<file path="config.mk">
export PLATFORM = sky130hd
export DESIGN_NAME = mesi_bus_arbiter
export DESIGN_NICKNAME = d
export VERILOG_FILES = /design/src/rtl/mesi_pkg.sv /design/src/rtl/rr_arbiter.sv /design/src/rtl/mesi_bus_arbiter.sv
export SDC_FILE = /design/constraint.sdc
export NUM_CORES = 1
export LEC_CHECK = 0
export BUFFER_PORTS_ARGS = -buffer_cell sky130_fd_sc_hd__clkbuf_2
export CORE_MARGIN = 2
export CORE_UTILIZATION = 25
export DETAILED_ROUTE_END_ITERATION = 10
export SLEW_MARGIN = 20
export SYNTH_ARGS = -nofsm -noshare
export SYNTH_HDL_FRONTEND = slang
export SYNTH_SLANG_ARGS = --single-unit
export TNS_END_PERCENT = 1
</file>
<file path="constraint.sdc">
create_clock -name clk -period 3 [get_ports clk]
set_clock_uncertainty 0.05 [all_clocks]
set_input_delay 0.45 -clock clk [delete_from_list [all_inputs] [get_ports clk]]
set_output_delay 0.45 -clock clk [all_outputs]
set_load 0.05 [all_outputs]
</file>
<file path="src/rtl/mesi_pkg.sv">
// Shared MESI types: line states, snooping-bus commands and bus arbiter FSM states.
package mesi_pkg;

    localparam int unsigned CMD_W = 2;

    typedef enum logic [1:0] {
        MESI_I = 2'd0,
        MESI_S = 2'd1,
        MESI_E = 2'd2,
        MESI_M = 2'd3
    } mesi_states_t;

    typedef enum logic [CMD_W-1:0] {
        CMD_NONE    = 2'd0,
        CMD_BUSRD   = 2'd1,
        CMD_BUSRDX  = 2'd2,
        CMD_BUSUPGR = 2'd3
    } bus_cmd_t;

    typedef enum logic [1:0] {
        IDLE  = 2'd0,
        SNOOP = 2'd1,
        MEM   = 2'd2,
        DONE  = 2'd3
    } arb_state_t;

endpackage

</file>
<file path="src/rtl/rr_arbiter.sv">
// Combinational round-robin picker: first set request searching upward from ptr+1, wrapping.
module rr_arbiter #(
    parameter int unsigned N = 4,
    parameter int unsigned W = (N > 1) ? $clog2(N) : 1
) (
    input  logic [N-1:0] req,
    input  logic [W-1:0] ptr,
    output logic [N-1:0] gnt_c,
    output logic [W-1:0] idx_c,
    output logic         found_c
);

    // Walk offsets 1..N from the pointer; the first hit wins.
    always_comb begin
        int unsigned j;
        gnt_c   = '0;
        idx_c   = '0;
        found_c = 1'b0;
        j       = 0;
        for (int unsigned k = 1; k <= N; k++) begin
            j = (32'(ptr) + k) % N;
            if (!found_c && req[j]) begin
                found_c  = 1'b1;
                gnt_c[j] = 1'b1;
                idx_c    = W'(j);
            end
        end
    end

endmodule

</file>
<file path="src/rtl/mesi_bus_arbiter.sv">
// Snooping-bus sequencer: round-robin grant, snoop collection, memory fallback, done/C return.
module mesi_bus_arbiter
    import mesi_pkg::*;
#(
    parameter int unsigned NUM_CACHES = 4,
    parameter int unsigned OWNER_W    = $clog2(NUM_CACHES)
) (
    input  logic                      clk,
    input  logic                      rst,
    input  logic [NUM_CACHES-1:0]     req_valid,
    input  logic [NUM_CACHES*2-1:0]   req_cmd,
    output logic [NUM_CACHES-1:0]     grant,
    output logic [NUM_CACHES-1:0]     done,
    output logic [1:0]                bus_cmd,
    output logic [OWNER_W-1:0]        bus_owner,
    input  logic [NUM_CACHES-1:0]     snoop_shared,
    input  logic [NUM_CACHES-1:0]     snoop_flush,
    output logic                      c_out,
    output logic                      mem_rd_req,
    input  logic                      mem_ack,
    output logic                      proto_err
);

    arb_state_t              state, state_n;
    logic [OWNER_W-1:0]      rr_ptr, rr_ptr_n;
    logic [NUM_CACHES-1:0]   grant_q, grant_n;
    logic [NUM_CACHES-1:0]   done_q, done_n;
    bus_cmd_t                bus_cmd_q, bus_cmd_n;
    logic [OWNER_W-1:0]      owner_q, owner_n;
    logic                    c_out_q, c_out_n;
    logic                    c_res, c_res_n;
    logic                    mem_rd_q, mem_rd_n;
    logic                    err_q, err_n;

    bus_cmd_t                cmd_arr [NUM_CACHES];
    logic [NUM_CACHES-1:0]   eligible;
    logic [NUM_CACHES-1:0]   arb_gnt;
    logic [OWNER_W-1:0]      arb_idx;
    logic                    arb_found;

    logic [NUM_CACHES-1:0]   sh_vec;
    logic [NUM_CACHES-1:0]   fl;
    logic                    sh;
    logic                    any_fl;
    logic                    snoop_err;

    // Split the packed command bus and mask out requests that carry no command.
    always_comb begin
        for (int unsigned i = 0; i < NUM_CACHES; i++) begin
            cmd_arr[i]  = bus_cmd_t'(req_cmd[2*i +: 2]);
            eligible[i] = req_valid[i] && (cmd_arr[i] != CMD_NONE);
        end
    end

    rr_arbiter #(
        .N (NUM_CACHES),
        .W (OWNER_W)
    ) u_rr (
        .req     (eligible),
        .ptr     (rr_ptr),
        .gnt_c   (arb_gnt),
        .idx_c   (arb_idx),
        .found_c (arb_found)
    );

    // Snoop responses from everyone except the owner, plus protocol sanity checks.
    always_comb begin
        sh_vec    = snoop_shared & ~grant_q;
        fl        = snoop_flush & ~grant_q;
        sh        = |sh_vec;
        any_fl    = |fl;
        snoop_err = (|(fl & (fl - NUM_CACHES'(1))))
                  || (any_fl && (bus_cmd_q == CMD_BUSUPGR))
                  || (any_fl && (|(sh_vec & ~fl)));
    end

    // Next-state and next-output logic for the bus transaction sequencer.
    always_comb begin
        state_n   = state;
        rr_ptr_n  = rr_ptr;
        grant_n   = grant_q;
        done_n    = '0;
        bus_cmd_n = bus_cmd_q;
        owner_n   = owner_q;
        c_out_n   = 1'b0;
        c_res_n   = c_res;
        mem_rd_n  = mem_rd_q;
        err_n     = err_q;
        case (state)
            IDLE: begin
                grant_n   = '0;
                bus_cmd_n = CMD_NONE;
                mem_rd_n  = 1'b0;
                if (arb_found) begin
                    grant_n   = arb_gnt;
                    owner_n   = arb_idx;
                    bus_cmd_n = cmd_arr[arb_idx];
                    state_n   = SNOOP;
                end
            end
            SNOOP: begin
                c_res_n = sh | any_fl;
                if (snoop_err) begin
                    err_n = 1'b1;
                end
                if ((bus_cmd_q == CMD_BUSUPGR) || any_fl) begin
                    state_n = DONE;
                    done_n  = grant_q;
                    c_out_n = sh | any_fl;
                end else begin
                    state_n  = MEM;
                    mem_rd_n = 1'b1;
                end
            end
            MEM: begin
                mem_rd_n = 1'b1;
                if (mem_ack) begin
                    mem_rd_n = 1'b0;
                    state_n  = DONE;
                    done_n   = grant_q;
                    c_out_n  = c_res;
                end
            end
            DONE: begin
                grant_n   = '0;
                bus_cmd_n = CMD_NONE;
                rr_ptr_n  = owner_q;
                state_n   = IDLE;
            end
            default: begin
                state_n = IDLE;
            end
        endcase
    end

    // State and output registers; reset aborts any transaction in flight.
    always_ff @(posedge clk or posedge rst) begin
        if (rst) begin
            state     <= IDLE;
            rr_ptr    <= OWNER_W'(NUM_CACHES - 1);
            grant_q   <= '0;
            done_q    <= '0;
            bus_cmd_q <= CMD_NONE;
            owner_q   <= '0;
            c_out_q   <= 1'b0;
            c_res     <= 1'b0;
            mem_rd_q  <= 1'b0;
            err_q     <= 1'b0;
        end else begin
            state     <= state_n;
            rr_ptr    <= rr_ptr_n;
            grant_q   <= grant_n;
            done_q    <= done_n;
            bus_cmd_q <= bus_cmd_n;
            owner_q   <= owner_n;
            c_out_q   <= c_out_n;
            c_res     <= c_res_n;
            mem_rd_q  <= mem_rd_n;
            err_q     <= err_n;
        end
    end

    assign grant      = grant_q;
    assign done       = done_q;
    assign bus_cmd    = bus_cmd_q;
    assign bus_owner  = owner_q;
    assign c_out      = c_out_q;
    assign mem_rd_req = mem_rd_q;
    assign proto_err  = err_q;

endmodule

</file>
# Word-level counts from Yosys, hierarchy flattened

Index checks and enable logic that the tools add are counted.

$add $sub $neg: 5
Order comparisons: 9
Equality and inequality tests: 7
Mux-type cells: 48
Bitwise gates (word level): 11
Reduce and logical (&&, ||, !) cells: 34

Operators with widths:

| cell                                                                                 | number |
|---|---|
| 4-bit 2-to-1 mux                                                                     | 7 |
| 2-bit 2-to-1 mux                                                                     | 9 |
| 1-bit 2-to-1 mux                                                                     | 17 |
| 4-bit AND                                                                            | 4 |
| 4-bit case mux with 2 select lines                                                   | 2 |
| 4-bit OR reduction                                                                   | 4 |
| 1-bit logical AND                                                                    | 13 |
| 2-bit by 3-bit less-than comparator with 1-bit output (second input constant)        | 4 |
| 4-bit OR                                                                             | 3 |
| 2-bit nonzero test                                                                   | 5 |
| 1-bit binary-select mux with 2-bit select                                            | 4 |
| 1-bit demux with 2-bit select                                                        | 4 |
| 2-bit by 1-bit greater-or-equal comparator with 1-bit output (second input constant) | 4 |
| 4-bit NOT                                                                            | 2 |
| 2-bit case mux with 4 select lines                                                   | 1 |
| 2-bit AND reduction                                                                  | 4 |
| 2-bit == test (second input constant)                                                | 3 |
| 2-bit inequality test (second input constant)                                        | 3 |
| 2-bit by 1-bit adder with 2-bit output (second input constant)                       | 2 |
| 2-bit adder (second input constant)                                                  | 2 |
| 2-bit binary-select mux with 2-bit select                                            | 1 |
| 2-bit case mux with 2 select lines                                                   | 1 |
| 4-bit by 1-bit subtractor with 4-bit output (second input constant)                  | 1 |
| 3-bit greater-or-equal comparator (second input constant)                            | 1 |
| other kinds (9)                                                                      | 13 |

Bits in registers: 20
Input bits: 23
Output and inout bits: 15
Logic and storage cells: 124

# Depth between registers and ports, before layout

Gate-level depths: netlist of run 1.

Word-level depth: 20
Mapped depth: 10
Gate-level depth less buffers: 8

# Hierarchy

From an unflattened synthesis of run 1, not the netlist that was laid out.

Cells, all modules: 190
Area, all modules: 1,716.6 um^2

By module, submodules not included:

| module           | instances | cells each | area each (um^2) | seq. area each (um^2) |
|---|---|---|---|---|
| mesi_bus_arbiter | 1         | 104        | 1,087.3          | 503.0 |
| rr_arbiter       | 1         | 86         | 629.4            | 0.0 |

# Worst setup path before layout of run 1

OpenSTA, ideal clock, no wires.

Kind: register to register
Start: register rr_ptr[0]
End: register bus_cmd_q[1] (netlist: bus_cmd[1])
Setup time: 0.131 ns
Arrival: 2.240 ns
Required time: 2.819 ns
Setup slack: 0.579 ns
Stages on the path, launching flop included: 11
Path buffers: 2
Clock period less this slack: 2.421 ns
Path through: dfstp_2 -> buf_4 -> inv_1 -> buf_6 -> ha_1 -> inv_1 -> mux4_2 -> o211a_1 -> a21oi_2 -> mux2i_1 -> o211ai_1

Longest elaborated chain between the ends: 19
Elaborated cells on any way between the ends: 32
Those cells by class: add/sub (4); mux (21); bitwise (1); reduce/logical (6)

Ends and longest elaborated chain:

| what                                                 | RTL line                | source |
|---|---|---|
| start, declared                                      | mesi_bus_arbiter.sv:25  | `logic [OWNER_W-1:0] rr_ptr, rr_ptr_n;` |
| start signal, assigned                               | mesi_bus_arbiter.sv:140 | `rr_ptr <= OWNER_W'(NUM_CACHES - 1);` |
| start signal, assigned                               | mesi_bus_arbiter.sv:151 | `rr_ptr <= rr_ptr_n;` |
| 2-bit by 1-bit adder with 2-bit output               | rr_arbiter.sv:21        | `j = (32'(ptr) + k) % N;` |
| 1-bit binary-select mux with 2-bit select            | rr_arbiter.sv:22        | `if (!found_c && req[j]) begin` |
| 1-bit 2-to-1 mux (not written as such)               | rr_arbiter.sv:22        |  |
| 1-bit 2-to-1 mux                                     | rr_arbiter.sv:22        |  |
| 1-bit logical NOT                                    | rr_arbiter.sv:22        |  |
| 1-bit logical AND                                    | rr_arbiter.sv:22        |  |
| 1-bit 2-to-1 mux                                     | rr_arbiter.sv:22        |  |
| 1-bit logical NOT                                    | rr_arbiter.sv:22        |  |
| (+2 left out)                                        | n/a                     |  |
| 1-bit logical NOT                                    | rr_arbiter.sv:22        |  |
| 1-bit logical AND                                    | rr_arbiter.sv:22        |  |
| 2-bit 2-to-1 mux                                     | rr_arbiter.sv:22        |  |
| 2-bit NOT with 3-bit output (not written as such)    | mesi_bus_arbiter.sv:97  | `bus_cmd_n = cmd_arr[arb_idx];` |
| 2-bit binary-select mux with 2-bit select            | mesi_bus_arbiter.sv:97  |  |
| 2-bit 2-to-1 mux (not written as such) (2 in series) | mesi_bus_arbiter.sv:97  |  |
| 2-bit 2-to-1 mux (*)                                 | mesi_bus_arbiter.sv:94  | `if (arb_found) begin` |
| 2-bit case mux with 2 select lines (*)               | mesi_bus_arbiter.sv:89  | `case (state)` |
| end signal, assigned                                 | mesi_bus_arbiter.sv:154 | `bus_cmd_q <= bus_cmd_n;` |
| end, declared                                        | mesi_bus_arbiter.sv:28  | `bus_cmd_t bus_cmd_q, bus_cmd_n;` |

Every way passes the cells marked *; elsewhere a longest branch is shown, timed or not. The select of a mux whose other input is x is not followed.
A chain may end at the register's enable or synchronous reset.

# Final worst setup path of run 1

Ends and elaborated chain as after synthesis.

==> flow_metrics.py, run 1 <==
metrics = {
    "synthesis": {
        "synth.largest_area_cell": "dfrtp_1",
        "syn-num-nets": 206,
        "synth.top_cell.area_share_pct": 28.7,
        "netlist_area_um2": 1570,
        "synth_common_cells": "dfrtp_1 (18), nand2_1 (18), ha_1 (13)",
        "synth.avg_cell_area_um2": 9.24,
        "synth_area_leaders": "dfrtp_1 (29%), ha_1 (10%), nand2_1 (4.3%)",
        "ys_seq_elements": 20,
        "ys_types": 47,
        "yosysSeqAreaShare_pct": 32.0,
        "synth-edff-count": 0,
        "synthArstFlopShare_pct": 100,
        "yosys_warnings": 0,
        "synthFlopType": "dfrtp_1",
        "netlist_instances": 170,
    },
    "cts": {
        "cts_sinks": 20,
        "ctsLongestPathBuffers": 2,
        "clk_pin_slew_ns": 0.08,
        "cts.root.buffer_cell": "clkbuf_8",
        "cts_setup_buffers": 0,
        "cts_made_buffers": 3,
        "holdBufCountCts": 0,
        "clk_latency_ns": 0.26,
        "cts_tree": "done",
        "cts_max_level": 1,
        "ctsResizeCount": 0,
    },
    "detailed_routing": {
        "drt_iter0_markers": 30,
        "drc": 0,
        "wl_per_cell_um": 13.5,
        "drt_pass1_iterations": 4,
        "avgViaCountPerCell": 5.08,
        "finalWirelength_um": 3840,
        "vias": 1448,
        "ant_nets": 0,
    },
    "setup_path": {
        "cp_max_fo": 18,
        "ff2ff_setup_slack_ns": 0.47,
        "startpoint_type": "flip-flop",
        "worstSetupPathType": "reg2reg",
        "endpoint": "bus_cmd[1]",
        "reg2reg_to": "bus_cmd[1]",
        "critical_path_arrival_ns": 2.62,
        "rr_worst_depth": 8,
        "critPathRequiredTime_ns": 3.09,
        "cp-startpoint": "rr_ptr[0]",
        "crit_path_end_kind": "flip-flop",
        "timing.rr.start": "rr_ptr[0]",
    },
    "placement": {
        "portBuffers": 37,
        "gp_congestion": 0.846,
        "dpl_cell_area_um2": 1850,
        "hpwl_um": 3100,
    },
    "cells_and_area": {
        "n_antenna_cell": 0,
        "syn_to_final_growth_pct": 22.1,
        "drive_gt1_share_pct": 26.7,
        "nFillCells": 643,
        "postLayoutCellArea_um2": 1920,
        "final_nets": 247,
    },
    "die": {
        "die_h_um": 83.3,
        "core-area_um2": 5990,
        "die_w_um": 83.3,
        "initial_core_util_pct": 26.2,
        "num_rows": 28,
        "io_pins": 38,
        "die-area_um2": 6930,
    },
    "power": {
        "irDropWorstVdd_mv": 0.430,
        "power.leakage_nw": 0.886,
        "p_per_area_nw_per_um2": 1100,
    },
    "timing": {
        "finalHoldViolations": 0,
        "slew_viol_final": 0,
        "min_period_over_period_pct": 84.3,
        "maxSlewHeadroom_pct": 50.5,
        "period_minus_slack_ns": 2.53,
        "fmax_mhz": 395,
        "setup_tns_ns": 0,
        "tightestPinTransition_ns": 0.741,
        "rsz0062_at_grt": "false",
        "setup_viol": 0,
    },
    "grt": {
        "grt_overflow": 0,
        "grt_pass1_wl_um": 6840,
        "antenna_found_initial": 0,
        "grt_pass1_vias": 1457,
        "track_usage_pct": 11.7,
        "grt_max_degree": 21,
    },
    "min_path": {
        "holdCritPathClass": "in2async",
    },
    "status": {
        "outcome": "finished clean",
    },
    "run": {
        "max-cap-violations": 0,
    },
}
[power breakdown]
part           switching (W)  internal (W)  leakage (nW)  total (W)
combinational       0.000818      0.000507         0.606    0.00133
clock              0.0000914      0.000178        0.0357   0.000270
sequential          0.000126      0.000381         0.245   0.000507
total                0.00104       0.00107         0.886    0.00210
[worst min-delay path by stage]
stage,start,endpoint,slack [ns],cells past startpoint
finish,rst,proto_err,0.23,2
global route,rst,c_out,0.31,2
CTS,rst,c_res,0.27,2
detailed placement,proto_err,proto_err,0.41,1
global placement,proto_err,proto_err,0.40,1
floorplan,rst,bus_cmd[0],0.36,1
[cells by family after synthesis]
group / count (synthesis) / share of synthesized area (%)
compound gates: 61 / 28.6
buf+inv: 12 / 3.59
mux: 7 / 6.85
simple gates: 55 / 17.4
fa+ha+maj: 14 / 11.0
xor+xnor: 1 / 0.558
flops: 20 / 32.0
[layout by cell type, fill, tap and decap left out, drive strengths merged, types with 2 or more instances in the layout]
cell	Yosys	routed
a21o	4	4
a21oi	6	6
a221o	4	4
a32oi	7	7
and2	5	5
buf	2	3
clkbuf	2	40
dfrtp	18	18
dfstp	2	2
ha	13	13
inv	8	8
mux2i	4	4
mux4	3	3
nand2	18	18
nand2b	4	4
nand3	3	3
nand4	2	2
nor2	9	9
nor2b	6	6
o211a	2	2
o211ai	5	5
o21a	4	4
o21ai	16	16
o22ai	2	2
o32a	2	2
or2	4	4
[registers in the layout, summed over array words and instances, names as in the netlist]
name	cells
bus_owner	2
mem_rd_req	1
c_out	1
done	4
bus_cmd	2
state	2
grant	4
proto_err	1
c_res	1
rr_ptr	2
[worst max-delay path: stages, from the launching register on]
cell and delay, ns:
dfstp_2 0.77, inv_1 0.11, ha_1 0.36, inv_1 0.10
mux4_2 0.38, o211a_1 0.17, a21oi_2 0.15, mux2i_1 0.21
o211ai_1 0.11
[stage by stage]
stage / total power [W] / hold slack (ns) / utilization, % / setup WS, ns / cells
after floorplan: 0.00156 / 0.362 / - / 0.579 / 170
after global placement: 0.00182 / 0.405 / 30.8 / 0.566 / 281
after detailed placement: 0.00185 / 0.411 / 30.8 / 0.478 / 281
after CTS: 0.00212 / 0.274 / 32.0 / 0.469 / 285
after global routing: 0.00229 / 0.311 / 32.0 / 0.311 / 285
final: 0.00210 / 0.233 / 32.0 / 0.470 / 285
[cell type report]
class	count	area (µm²)	area share (%)
Multi-Input combinational cell	138	1010	52.7
Clock buffer	3	41.3	2.15
Timing Repair Buffer	40	208	10.8
Sequential cell	20	503	26.2
Tap cell	75	93.8	4.90
Clock inverter	1	30.0	1.57
Inverter	8	30.0	1.57
[metal layers]
layer	share of wire (%)	global-route usage (%)	vias to the layer above
li1	-	-	725
met1	51	16.9	664
met2	42	17.7	54
met3	6.2	2.09	5
met4	1.2	3.13	0
met5	0	0	-
Note: power is estimated with default switching activity, not from simulation.
==> run 2: changes to the inputs <==
ABC_AREA = 1   (was default)
clock period = 2.56 ns   (was 3 ns; I/O delays follow)
==> run 2 against run 1 <==
Clock-buffer cell count is 1 higher; worst hold slack got worse by 0.055 ns; highest routed layer unchanged; combinational power rose by 52%; clock power down 20%; critical path type unchanged; largest power group unchanged; non-clock buffer count is the same.
==> flow_metrics.py, run 2 <==
metrics = {
    "cts": {
        "cts_made_buffers": 3,
        "cts_tree": "done",
        "clk_pin_slew_ns": 0.07,
        "cts_sinks": 20,
        "cts_max_level": 1,
        "ctsResizeCount": 0,
        "clk_latency_ns": 0.26,
        "ctsLongestPathBuffers": 2,
        "cts_setup_buffers": 0,
        "holdBufCountCts": 0,
        "cts.root.buffer_cell": "clkbuf_8",
    },
    "setup_path": {
        "crit_path_end_kind": "flip-flop",
        "ff2ff_setup_slack_ns": 0.27,
        "crit_chain": "inv_1, ha_1, inv_1, nand3_1, o21ai_4, nand2_2, nand3_2, nand2_4, nand2_1, nand3_1, nand3_1, nand2_1",
        "cp_num_cells": 12,
        "startpoint_type": "flip-flop",
        "critPathRequiredTime_ns": 2.66,
        "reg2reg_to": "bus_cmd[0]",
        "critical_path_arrival_ns": 2.40,
        "endpoint": "bus_cmd[0]",
        "timing.rr.start": "rr_ptr[1]",
        "cp_max_fo": 8,
        "worstSetupPathType": "reg2reg",
        "rr_worst_depth": 12,
        "cp_slowest_stage_delay_ns": 0.62,
        "critical_path_buf_inv_count": 2,
        "timing.critical_path.mode_cell": "nand3_1",
        "cp-startpoint": "rr_ptr[1]",
        "crit_path_top_delay_cell": "dfstp_2",
        "crit_family": "simple AND/OR/NAND/NOR gates",
    },
    "die": {
        "die_w_um": 82.3,
        "io_pins": 38,
        "die_h_um": 82.3,
        "num_rows": 28,
        "core-area_um2": 5920,
        "initial_core_util_pct": 25.9,
        "die-area_um2": 6770,
    },
    "synthesis": {
        "yosysMostFrequentCell": "nand2_1",
        "synthXorXnorAreaFrac_pct": 0,
        "yosysSeqAreaShare_pct": 32.8,
        "synth.avg_cell_area_um2": 7.40,
        "ys_types": 23,
        "netlist_instances": 207,
        "synth_mux_area_share_pct": 0,
        "synth.largest_area_cell": "dfrtp_1",
        "yosys_warnings": 0,
        "synth-simple-area-share_pct": 36.0,
        "ys_seq_elements": 20,
        "synth-compound-area-share_pct": 13.7,
        "synth.top_cell.area_share_pct": 29.4,
        "synth_common_cells": "nand2_1 (46), inv_1 (26), nand3_1 (24)",
        "synth_top_family_by_area": "simple AND/OR/NAND/NOR gates",
        "synthAdderAreaFrac_pct": 10.6,
        "synthArstFlopShare_pct": 100,
        "syn-num-nets": 243,
        "netlist_area_um2": 1530,
        "synth-edff-count": 0,
        "synth_area_leaders": "dfrtp_1 (29%), nand2_1 (11%), ha_1 (11%)",
        "synthFlopType": "dfrtp_1",
    },
    "detailed_routing": {
        "drc": 0,
        "finalWirelength_um": 3730,
        "drt_iter0_markers": 70,
        "avgViaCountPerCell": 4.68,
        "vias": 1526,
        "drt_pass1_iterations": 4,
        "wl_per_cell_um": 11.4,
        "ant_nets": 0,
    },
    "grt": {
        "antenna_found_initial": 0,
        "grt_pass1_vias": 1510,
        "grt_pass1_wl_um": 6460,
        "grt_overflow": 0,
        "grt_max_degree": 21,
        "track_usage_pct": 12.2,
    },
    "timing": {
        "min_period_over_period_pct": 89.6,
        "setup_ws_ns": 0.265,
        "hold_ws_ns": 0.179,
        "tightestPinTransition_ns": 0.766,
        "maxSlewHeadroom_pct": 48.9,
        "setup_viol": 0,
        "period_minus_slack_ns": 2.29,
        "setup_tns_ns": 0,
        "fmax_mhz": 436,
        "slew_viol_final": 0,
        "rsz0062_at_grt": "false",
        "finalHoldViolations": 0,
    },
    "power": {
        "power.leakage_nw": 0.985,
        "irDropWorstVdd_mv": 0.659,
        "p_per_area_nw_per_um2": 1470,
    },
    "min_path": {
        "holdCritPathClass": "in2async",
    },
    "placement": {
        "hpwl_um": 3000,
        "portBuffers": 37,
        "preCtsSetupSlack_ns": 0.284,
        "gp_congestion": 0.878,
        "dp.cells": 322,
    },
    "cells_and_area": {
        "drive_gt1_share_pct": 26.3,
        "final_common_cell": "nand2_1",
        "final_cells": 326,
        "nFillCells": 648,
        "syn_to_final_growth_pct": 22.6,
        "n_antenna_cell": 0,
        "utilization_pct": 31.7,
        "final_nets": 288,
        "layout_common_cells": "nand2_1 (46), clkbuf_2 (37), inv_1 (26)",
    },
    "status": {
        "outcome": "finished clean",
    },
    "run": {
        "max-cap-violations": 0,
    },
}
==> run 2: cell types whose count changed in the layout (fill, tap and decap cells not counted), sizes merged, moves of 5 or more <==
cell,change
nor2b,-6
nand2,+37
o211ai,-5
a32oi,-7
nand3,+25
nor2,+6
and2,-5
a21oi,+5
inv,+20
nor3,+6
==> run 2: worst min path at each step <==
stage | to | cells after the start
after floorplan | bus_cmd[0] | 1
after global placement | proto_err | 1
after detailed placement | proto_err | 1
after CTS | c_out | 2
after global routing | c_out | 2
final | c_out | 2
==> run 2: stage by stage <==
stage	total power, W	instance area (µm²)
final	0.00277	1880
after global routing	0.00306	1880
after CTS	0.00278	1880
after detailed placement	0.00256	1830
after global placement	0.00253	1830
after floorplan	0.00211	1530
==> run 2: logic make-up (layout without fill, tap and decap cells) <==
| logic type | Yosys count | in the layout |
|---|---|---|
| simple gates | 109 | 109 |
| buf+inv | 28 | 72 |
| fa+ha+maj | 13 | 13 |
| flops | 20 | 20 |
| compound gates | 37 | 37 |
==> run 2: layout make-up <==
class / instances / area (µm²) / share of cell area (%)
multi-input cells: 159 / 925 / 49.2
well taps: 75 / 93.8 / 4.99
repair buffers: 40 / 208 / 11.1
flip-flops and latches: 20 / 503 / 26.8
clock buffers: 4 / 45.0 / 2.40
inverters: 28 / 105 / 5.59
==> run 2: power by group <==
group | internal, W | switching, W
registers | 0.000450 | 0.0000846
logic | 0.000639 | 0.00138
clock network | 0.000111 | 0.000104
==> run 2: layer usage <==
metal	track usage (%)	wire length, µm	part of all wire, %
met1	15.8	1780	48
met2	19.5	1670	45
met3	2.83	206	5.5
met4	5.17	75	2.0
met5	0	0	0
